--- config.mk ---
export PLATFORM = sky130hd
export DESIGN_NAME = core_sequencer
export DESIGN_NICKNAME = d
export VERILOG_FILES = /design/src/rtl/core_pkg.sv /design/src/rtl/bus_watchdog.sv /design/src/rtl/core_sequencer.sv
export SDC_FILE = /design/constraint.sdc
export NUM_CORES = 1
export LEC_CHECK = 0
export CAP_MARGIN = 15
export CORE_MARGIN = 3
export CORE_UTILIZATION = 48
export CTS_CLUSTER_SIZE = 28
export DETAILED_ROUTE_END_ITERATION = 8
export HOLD_SLACK_MARGIN = 0.12
export PLACE_DENSITY_LB_ADDON = 0.3
export SLEW_MARGIN = 0
export SYNTH_ARGS = -nofsm -noshare
export SYNTH_HDL_FRONTEND = slang
export SYNTH_SLANG_ARGS = --single-unit
--- constraint.sdc ---
create_clock -name clk -period 6.1 [get_ports clk]
set_input_delay 1.22 -clock clk [delete_from_list [all_inputs] [get_ports clk]]
set_output_delay 1.22 -clock clk [all_outputs]
set_load 0.03 [all_outputs]
--- src/rtl/core_pkg.sv ---
// Shared definitions for the multi-cycle RV32I sequencer: state encoding,
// decoder writeback/branch codes, fault cause codes and the reset NOP.
package core_pkg;

  typedef enum logic [2:0] {
    S_FETCH  = 3'd0,
    S_DECODE = 3'd1,
    S_EXEC   = 3'd2,
    S_MEM    = 3'd3,
    S_WB     = 3'd4,
    S_HALT   = 3'd5,
    S_FAULT  = 3'd6
  } state_e;

  // Decoder writeback source
  localparam logic [1:0] RW_NONE = 2'd0;
  localparam logic [1:0] RW_ALU  = 2'd1;
  localparam logic [1:0] RW_MEM  = 2'd2;
  localparam logic [1:0] RW_PC4  = 2'd3;

  // Decoder branch kind (consumed by the pc_next path outside this block)
  localparam logic [1:0] BRA_NONE = 2'd0;
  localparam logic [1:0] BRA_COND = 2'd1;
  localparam logic [1:0] BRA_JAL  = 2'd2;
  localparam logic [1:0] BRA_JALR = 2'd3;

  // Latched fault cause
  localparam logic [1:0] FAULT_NONE     = 2'd0;
  localparam logic [1:0] FAULT_ILLEGAL  = 2'd1;
  localparam logic [1:0] FAULT_BUS      = 2'd2;
  localparam logic [1:0] FAULT_MISALIGN = 2'd3;

  localparam logic [31:0] NOP = 32'h0000_0013;  // addi x0, x0, 0

endpackage

--- src/rtl/bus_watchdog.sv ---
// Bus wait-state watchdog shared by the fetch and data phases.
// Ports:
//   clk, rst_n   clock, synchronous active-low reset
//   clear_i      hold the wait counter at zero (no request outstanding)
//   waiting_i    a request is being held this cycle
//   ack_i        the held request completes this cycle
//   expired_o    the request has waited BUS_TIMEOUT-1 cycles and is not acked now
module bus_watchdog #(
  parameter int unsigned BUS_TIMEOUT = 16
) (
  input  logic clk,
  input  logic rst_n,
  input  logic clear_i,
  input  logic waiting_i,
  input  logic ack_i,
  output logic expired_o
);

  localparam int unsigned CW = $clog2(BUS_TIMEOUT);
  localparam logic [CW-1:0] LIMIT = CW'(BUS_TIMEOUT - 1);

  logic [CW-1:0] cnt_q, cnt_d;

  always_comb begin
    cnt_d = cnt_q;
    if (clear_i) begin
      cnt_d = '0;
    end else if (waiting_i && !ack_i && cnt_q != LIMIT) begin
      cnt_d = cnt_q + CW'(1);
    end
  end

  always_ff @(posedge clk) begin
    if (!rst_n) cnt_q <= '0;
    else        cnt_q <= cnt_d;
  end

  // An ack in the expiry cycle wins over the timeout.
  assign expired_o = waiting_i && !ack_i && (cnt_q == LIMIT);

endmodule

--- src/rtl/core_sequencer.sv ---
// Multi-cycle instruction sequencer: owns PC and IR, steps each instruction
// through FETCH/DECODE/EXEC/MEM/WB, drives the bus handshakes and the regfile
// write strobe, and latches EBREAK halt or fault conditions.
// Ports:
//   clk, rst_n                 clock, synchronous active-low reset
//   imem_req/addr/ack/rdata    instruction bus (req held until ack)
//   ir, pc                     latched instruction and its address
//   pc_next                    next PC from the branch/ALU path
//   dec_*                      decoder controls for the instruction in ir
//   dmem_req/we/ack            data bus (req held until ack)
//   rf_we                      regfile write strobe
//   state                      current state (debug)
//   halted, fault, fault_cause latched terminal status
//   cycle_cnt, instret_cnt     active-cycle and retired-instruction counters
module core_sequencer
  import core_pkg::*;
#(
  parameter logic [31:0] RESET_PC    = 32'h0000_0000,
  parameter int unsigned BUS_TIMEOUT = 16
) (
  input  logic        clk,
  input  logic        rst_n,
  output logic        imem_req,
  output logic [31:0] imem_addr,
  input  logic        imem_ack,
  input  logic [31:0] imem_rdata,
  output logic [31:0] ir,
  output logic [31:0] pc,
  input  logic [31:0] pc_next,
  input  logic [1:0]  dec_r_w_src,
  input  logic        dec_mem_en,
  input  logic        dec_mem_wr,
  input  logic        dec_brk,
  input  logic        dec_illegal,
  output logic        dmem_req,
  output logic        dmem_we,
  input  logic        dmem_ack,
  output logic        rf_we,
  output logic [2:0]  state,
  output logic        halted,
  output logic        fault,
  output logic [1:0]  fault_cause,
  output logic [31:0] cycle_cnt,
  output logic [31:0] instret_cnt
);

  state_e      state_q, state_d;
  logic [31:0] pc_q, pc_d;
  logic [31:0] ir_q, ir_d;
  logic [31:0] cycle_q, cycle_d;
  logic [31:0] instret_q, instret_d;
  logic        halted_q, halted_d;
  logic        fault_q, fault_d;
  logic [1:0]  cause_q, cause_d;
  logic        bus_expired;

  // Only one bus phase is ever active, so a single watchdog serves both.
  bus_watchdog #(.BUS_TIMEOUT(BUS_TIMEOUT)) u_wdog (
    .clk       (clk),
    .rst_n     (rst_n),
    .clear_i   (!(imem_req || dmem_req)),
    .waiting_i (imem_req || dmem_req),
    .ack_i     (imem_req ? imem_ack : dmem_ack),
    .expired_o (bus_expired)
  );

  always_comb begin
    state_d   = state_q;
    pc_d      = pc_q;
    ir_d      = ir_q;
    instret_d = instret_q;
    halted_d  = halted_q;
    fault_d   = fault_q;
    cause_d   = cause_q;
    cycle_d   = cycle_q;

    unique case (state_q)
      S_FETCH: begin
        if (imem_ack) begin
          ir_d    = imem_rdata;
          state_d = S_DECODE;
        end else if (bus_expired) begin
          state_d = S_FAULT;
          fault_d = 1'b1;
          cause_d = FAULT_BUS;
        end
      end
      S_DECODE: begin
        if (dec_illegal) begin
          state_d = S_FAULT;
          fault_d = 1'b1;
          cause_d = FAULT_ILLEGAL;
        end else if (dec_brk) begin
          state_d   = S_HALT;
          halted_d  = 1'b1;
          instret_d = instret_q + 32'd1;
        end else begin
          state_d = S_EXEC;
        end
      end
      S_EXEC: state_d = dec_mem_en ? S_MEM : S_WB;
      S_MEM: begin
        if (dmem_ack) begin
          state_d = S_WB;
        end else if (bus_expired) begin
          state_d = S_FAULT;
          fault_d = 1'b1;
          cause_d = FAULT_BUS;
        end
      end
      S_WB: begin
        if (pc_next[1:0] != 2'b00) begin
          state_d = S_FAULT;
          fault_d = 1'b1;
          cause_d = FAULT_MISALIGN;
        end else begin
          pc_d      = pc_next;
          instret_d = instret_q + 32'd1;
          state_d   = S_FETCH;
        end
      end
      default: ;  // HALT and FAULT are absorbing
    endcase

    if (state_q != S_HALT && state_q != S_FAULT) cycle_d = cycle_q + 32'd1;
  end

  always_ff @(posedge clk) begin
    if (!rst_n) begin
      state_q   <= S_FETCH;
      pc_q      <= RESET_PC;
      ir_q      <= NOP;
      cycle_q   <= '0;
      instret_q <= '0;
      halted_q  <= 1'b0;
      fault_q   <= 1'b0;
      cause_q   <= FAULT_NONE;
    end else begin
      state_q   <= state_d;
      pc_q      <= pc_d;
      ir_q      <= ir_d;
      cycle_q   <= cycle_d;
      instret_q <= instret_d;
      halted_q  <= halted_d;
      fault_q   <= fault_d;
      cause_q   <= cause_d;
    end
  end

  assign imem_req    = (state_q == S_FETCH);
  assign imem_addr   = pc_q;
  assign dmem_req    = (state_q == S_MEM);
  assign dmem_we     = (state_q == S_MEM) && dec_mem_wr;
  // Stores never write the regfile, whatever source the decoder reports.
  assign rf_we       = (state_q == S_WB) && (dec_r_w_src != RW_NONE) &&
                       !(dec_mem_en && dec_mem_wr);
  assign ir          = ir_q;
  assign pc          = pc_q;
  assign state       = state_q;
  assign halted      = halted_q;
  assign fault       = fault_q;
  assign fault_cause = cause_q;
  assign cycle_cnt   = cycle_q;
  assign instret_cnt = instret_q;

endmodule
Word-level counts from Yosys, hierarchy flattened. Index checks and enable logic that the tools add are counted.

Flip-flop bits (word level): 139. Input port bits: 74. Output and inout bits: 171. Word-level logic and storage cells: 77.

Add/sub/neg operators: 3. Equality and inequality tests: 15. Muxes and demuxes: 25. Bitwise logic cells: 2. Reductions and logical operators: 23.

Operator list (count): 32-bit 2-to-1 mux (3); 32-bit by 1-bit adder with 32-bit output (second input constant) (2); 32-bit case mux with 2 select lines (1); 3-bit 2-to-1 mux (7); 3-bit case mux with 5 select lines (1); 2-bit inequality test (second input constant) (7); 2-bit 2-to-1 mux (5); 1-bit logical AND (8); 2-bit case mux with 4 select lines (1); 3-bit by 2-bit equality test with 1-bit output (second input constant) (2); 1-bit 2-to-1 mux (6); 3-bit inequality test (second input constant) (2); 2-bit AND reduction (3); 2-bit nonzero test (3); 5-bit AND reduction (1); 5-bit nonzero test (1); 4-bit by 1-bit adder with 4-bit output (second input constant) (1); 4-bit equality test (second input constant) (1); 4-bit inequality test (second input constant) (1); 1-bit case mux with 4 select lines (1); 4-bit AND reduction (1); 4-bit nonzero test (1); 3-bit by 1-bit equality test with 1-bit output (second input constant) (1); 3-bit equality test (second input constant) (1); other kinds (5) (7).

Depth between registers and ports, before layout. Gate-level depths: netlist (run 1).

Depth in word-level cells: 8. Depth in mapped cells: 8. Mapped depth without buffers: 5.

Modules after synthesis. From an unflattened synthesis (run 1), not the netlist that was laid out.

Cells, all modules: 777. Area, all modules: 6342.3 µm².

By module, submodules not included: core_sequencer (instances 1, cells an instance 754, area an instance 6127.1 µm², sequential area each 2702.6 µm²); bus_watchdog (instances 1, cells an instance 23, area an instance 215.2 µm², sequential area each 80.1 µm²).

Least setup slack after synthesis (run 1). Ideal clock, no wire load.

Kind: reg2out. Start point: reg state_q[1] (netlist: state[1]). End point: out dmem_we. Arrival time: 2.131 ns. Data required time: 4.880 ns. Slack: 2.749 ns. Stages on the path, launching flop included: 7. Buffers on the path: 3. Cell sequence: dfxtp_1 buf_6 clkbuf_1 clkbuf_1 nand2_1 nor2_1 and2_1.

Word-level cells in the longest chain between the ends: 2.

RTL lines: start, declared (line core_sequencer.sv:47) `state_e state_q, state_d;`; start signal, assigned (line core_sequencer.sv:139) `state_q <= state_d;`; 3-bit by 2-bit equality test with 1-bit output; net dmem_req (line core_sequencer.sv:35) `output logic dmem_req,`; 1-bit logical AND (line core_sequencer.sv:153) `assign dmem_we = (state_q == S_MEM) && dec_mem_wr;`; end, declared (line core_sequencer.sv:36) `output logic dmem_we,`.

The timed path passes the listed nets, and every way through them passes these cells.

Final worst setup path (run 1).
Start point: reg state_q[2] (netlist: state[2]). End point: out rf_we.

Word-level cells in the longest chain between the ends: 3.

RTL lines: 3-bit equality test (line core_sequencer.sv:155) `assign rf_we = (state_q == S_WB) && (dec_r_w_src != RW_NONE) &&`; 1-bit logical AND (2 in series) (line core_sequencer.sv:155); end, declared (line core_sequencer.sv:38) `output logic rf_we,`.

No other way between the ends.

==> results of run 1 <==
## worst max path at each step
stage	startpoint	to	slack, ps	depth (start not counted)
2_1_floorplan	state[1]	dmem_we	2750	6
3_3_place_gp	dec_r_w_src[1]	rf_we	2300	4
3_5_place_dp	dec_r_w_src[1]	rf_we	2240	4
4_1_cts	state[2]	rf_we	2120	3
5_1_grt	state[2]	rf_we	1980	3
6_report	state[2]	rf_we	2100	3
## state kept, by name, indices dropped and copies added, names as in the netlist
register,count
cycle_cnt,32
imem_addr,32
instret_cnt,32
ir,32
u_wdog.cnt_q,4
state,3
fault_cause,2
fault,1
halted,1
## cell families after synthesis
logic type                 after synthesis  share of synthesized area (%)
AOI/OAI and AO/OA                      179                           17.0
xor gates and xnor gates                14                           1.91
adders and majority gates                3                          0.585
buffers and inverters                  100                           8.20
DFF                                    139                           43.3
muxes                                   14                           2.18
and+or+nand+nor                        346                           26.8
## cells in the mapped netlist, types with 5 or more instances
master and number:
a21oi_1 105, and3_1 10, and4_1 10, buf_4 33, clkbuf_1 42, dfxtp_1 139
inv_1 14, mux2i_1 14, nand2_1 168, nand2b_1 18, nand3_1 30, nand4_1 14
nor2_1 24, nor3_1 5, nor4_1 13, o21ai_0 15, o31ai_1 25, or3_1 12
or4_1 25, xnor2_1 11
## final cells by class
cell class | instances | area share [%]
Clock inverter | 10 | 2.00
Sequential cell | 139 | 29.8
Clock buffer | 22 | 5.19
Multi-Input combinational cell | 556 | 33.4
Inverter | 15 | 0.617
Timing Repair Buffer | 248 | 26.7
Tap cell | 172 | 2.31
## per-stage QoR
step	hold WS [ps]	setup slack (ps)	cells	power, mW	area [um^2]
3_5_place_dp	446	2240	1129	2.00	8630
5_1_grt	475	1980	1162	3.29	9330
3_3_place_gp	441	2300	1129	2.00	8630
2_1_floorplan	471	2750	795	1.68	6420
4_1_cts	453	2120	1161	3.16	9300
6_report	452	2100	1162	3.14	9330
## power breakdown
part / internal, mW / switching, mW
clock: 0.769 / 0.383
combinational: 0.354 / 0.520
sequential: 1.00 / 0.113
## critical path, delay by kind of cell, from the launching register on
kind / cells / cell delay, ps
buf+inv: 1 / 720
simple gates: 1 / 500
compound gates: 1 / 270
flops: 1 / 870
## routing by layer
layer / global-route usage [%] / vias to the layer above
li1: - / 3164
met1: 29.6 / 2981
met2: 39.9 / 212
met3: 8.08 / 24
met4: 8.61 / 0
met5: 0 / -
==> metrics.cfg, run 1 <==
[route]
drt_iter0_markers=401
dr_wl_met3_mm=1.29
ant_nets=0
wl_met1_mm=7.59
wl_met2_mm=9.07
dr.pass1.iters=5
vias_per_cell=5.49
routed_wl_mm=18.3
wire_per_inst_um=15.7
drc_errors=0
highest_layer=met4
routed-via-count=6381

[cts]
clkTransAtPathRegs_ps=60
ctsHoldBuffers=0
htreeDepth=4
insertion_delay_ps=420
cts_sinks=139
numCtsBuffers=17
root_buffer=clkbuf_16
cts_resized=0
post_cts_buffers=0
cts_tree=done
cts_buffer_depth=2

[floorplanning]
design.core.area_um2=12800
rows=41
die_h_um=122
dieArea_um2=14800
initial_utilization_pct=50.1
die_w_um=122
ioPinCount=245

[setup_path]
worstPathMaxFanout=27
startpoint_type=register
r2r-end=cycle_cnt[18]
cp.required_ps=4880
cp.arrival_ps=2780
cpPeakStageDelay_ps=870
crit_slowest_cell=dfxtp_1
path_cells=or3b_4 -> a211oi_1 -> clkdlybuf4s50_1
worstSetupPathType=register to output pin
r2r_setup_slack_ps=3440
rr_worst_depth=4
end_kind=output pin
r2r_start=state[0]

[layout]
area_delta_synth_final_pct=45.3
drive_gt1_share_pct=4.34
multi_input_area_um2=3110
seq_area_um2=2780
post-route-util_pct=72.7
nNetsFinal=1054
most-common-layout-cells=clkdlybuf4s50_1, nand2_1, dfxtp_1, a21oi_1, nand3_1
fillerInstances=1008
diodes=0
final_common_cell=clkdlybuf4s50_1

[min_path]
hold_start=ir[21]
whs_path_depth=2
min_to=ir[21]
min_path_type=register to register

[yosys]
syn_inst=795
ys_seq_elements=139
yosysSeqAreaShare_pct=43.3
synth_top_cell_by_area=dfxtp_1
synth-main-ff-cell=dfxtp_1
yosysTopAreaCellShare_pct=43.3
synthTopCellsByArea=dfxtp_1, nand2_1, a21oi_1
synth.distinct_cells=53
synth_edf_count=0
syn_nets=872
synthesis.area_um2=6420
synthArstFlopShare_pct=0
avgSynthCellArea_um2=8.08
synth_warnings=0

[global_route]
grt_pass1_vias=5876
grt_usage_pct=24.2
grt_first_pass_wirelength_mm=29.1
overflow=0
grt_antenna_before_repair=0
grt_max_degree=86

[sta]
fin_crit_ps=4000
rsz0062_at_grt=false
worst-slew-pin-transition_ps=1150
slew_headroom_pct=23.4
fin_skew_ps=5.58
tns_ps=0
setup_viol=0
slew_violations=0
finalHoldViolations=0
fin_crit_sh_pct=65.6
fmax_mhz=250

[placement]
port_buffers=244
hpwl_mm=12.5
place_congestion=0.810

[status]
status=complete, no violations

[power_and_ir_drop]
leakagePower_nw=3.08
powerDensity_nw_per_um2=337
ir_drop_mv=0.246

[flow_run]
drv_cap=0

Note: power is estimated with default switching activity, not from simulation.
==> run 2: changes to the inputs <==
CORE_UTILIZATION = 44   (was 48)
clock period = 4.09 ns   (was 6.1 ns; I/O delays follow)
==> run 2 against run 1 <==
  * Clock skew rose by 2.5 ps
  * Via count down 0.22%
  * Clock power rose by 42%
  * Flip-flop and latch count stayed put
  * Total power up 47%
  * Combinational power rose by 57%
  * Non-clock buffer count grew 4
  * Utilization fell by 6.8 points
  * Wire length decreased by 2.8%
  * Global-route usage is 2.9 points lower
  * Final area decreased by 0.30%
  * Hold slack is essentially flat
  * Critical path type unchanged
==> metrics.cfg, run 2 (synthesized netlist as in run 1, its figures left out) <==
[route]
dr.pass1.iters=6  ; +1
routed_wl_mm=17.8  ; -2.8%
drt_iter0_markers=422  ; +5.2%
routed-via-count=6367  ; -0.22%
drc_errors=0  ; unchanged
wire_per_inst_um=15.1  ; -3.7%
vias_per_cell=5.43  ; -1.2%
ant_nets=0  ; unchanged

[global_route]
grt_usage_pct=21.3  ; -2.9 points
overflow=0  ; unchanged
grt_pass1_vias=5652  ; -3.8%
grt_max_degree=62  ; -28%
grt_first_pass_wirelength_mm=28.5  ; -1.9%
grt_antenna_before_repair=0  ; unchanged

[placement]
port_buffers=244  ; unchanged
place_congestion=0.822  ; +1.6%
hpwl_mm=12.3  ; -1.9%

[cts]
numCtsBuffers=17  ; unchanged
cts_buffer_depth=2  ; unchanged
cts_resized=0  ; unchanged
cts_tree=done
ctsHoldBuffers=0  ; unchanged
htreeDepth=4  ; unchanged
root_buffer=clkbuf_16
post_cts_buffers=0  ; unchanged
insertion_delay_ps=420  ; about the same
clkTransAtPathRegs_ps=60  ; about the same
cts_sinks=139  ; unchanged

[setup_path]
cp.arrival_ps=2440  ; -340 ps
crit_family=buffers and inverters
critPathBufInv=1  ; unchanged
worstPathMaxFanout=24  ; -11%
cpPeakStageDelay_ps=700  ; -170 ps
r2r_start=state[0]
crit_slowest_cell=clkdlybuf4s50_1
r2r_setup_slack_ps=1460  ; -1980 ps
startpoint_type=register
r2r-end=cycle_cnt[18]
rr_worst_depth=4  ; unchanged
worstSetupPathType=register to output pin
cp.required_ps=3270  ; -1610 ps
end_kind=output pin
path_cells=or3b_4 -> a211oi_1 -> clkdlybuf4s50_1

[power_and_ir_drop]
powerDensity_nw_per_um2=495  ; +47%
ir_drop_mv=0.519  ; +110%
leakagePower_nw=3.08  ; about the same

[sta]
slew_violations=0  ; unchanged
slew_headroom_pct=28.0  ; +4.6 points
finalHoldViolations=0  ; unchanged
tns_ps=0  ; unchanged
fin_skew_ps=8.05  ; +2.47 ps
worst-slew-pin-transition_ps=1080  ; -71.3 ps
fin_crit_sh_pct=79.6
fmax_mhz=307
fin_crit_ps=3250
holdWs_ps=452  ; -0.0330 ps
rsz0062_at_grt=false
setup_viol=0  ; unchanged

[layout]
nNetsFinal=1058  ; +0.38%
diodes=0  ; unchanged
most-common-layout-cells=clkdlybuf4s50_1, nand2_1, dfxtp_1, a21oi_1, nand3_1
final_common_cell=clkdlybuf4s50_1
area_delta_synth_final_pct=44.8
drive_gt1_share_pct=4.73  ; +0.39 points

[status]
status=complete, no violations

[floorplanning]
ioPinCount=245  ; unchanged
die_w_um=127  ; +4.2%
dieArea_um2=16100  ; +8.6%
die_h_um=127  ; +4.2%
initial_utilization_pct=45.6  ; -4.5 points
design.core.area_um2=14100  ; +9.9%
rows=43  ; +4.9%

[min_path]
min_to=ir[15]
min_path_type=register to register
hold_start=ir[15]
whs_path_depth=2  ; unchanged

[flow_run]
drv_cap=0  ; unchanged

run 2: changes by cell type in the layout (fill, tap and decap cells not counted), sizes merged:
cell      change
buf           +4
clkinv        +4
clkbuf        -3
clkinvlp      -2
bufinv        -1
inv           +1
run 2: routing by layer:
metal | wire length, um | track usage [%] | vias to the layer above
met5 | 0 | 0 | -
met1 | 7780 | 27.7 | 2973
li1 | - | - | 3162
met2 | 8400 | 33.9 | 207
met3 | 1280 | 7.07 | 25
met4 | 298 | 6.31 | 0
run 2: worst max path at each step:
stage | start | endpoint | slack [ps] | depth (start not counted)
global placement | dec_mem_en | rf_we | 1060 | 3
global route | state[0] | rf_we | 710 | 3
finish | state[0] | rf_we | 840 | 3
detailed placement | dec_mem_en | rf_we | 1060 | 3
CTS | state[0] | rf_we | 820 | 3
floorplan | state[1] | dmem_we | 1140 | 6
run 2: final cells by class:
type                       count  area [um^2]
clock inverter                12          170
multi-input combinational    556         3110
clock buffer                  19          453
tap                          180          225
inverter                      15         57.6
fill                        1161         4800
timing repair buffer         252         2500
sequential                   139         2780
run 2: worst reg2reg max path, stage by stage (launching register included):
cell	delay, ps
dfxtp_1	810
xor2_1	410
a2111o_1	670
or4_1	520
a21oi_1	140
run 2: per-stage QoR:
stage	utilization [%]	power (mW)	area, um^2	instances	setup slack [ps]
finish	66.0	4.61	9300	1173	836
CTS	66.0	4.64	9300	1173	822
global placement	61.6	3.00	8680	1142	1060
floorplan	-	2.51	6420	795	1140
global route	66.0	4.84	9300	1173	707
detailed placement	61.6	3.01	8680	1142	1060
run 2: power breakdown:
group | internal, mW | switching, mW
combinational | 0.538 | 0.829
clock | 1.05 | 0.579
sequential | 1.49 | 0.122
total | 3.08 | 1.53
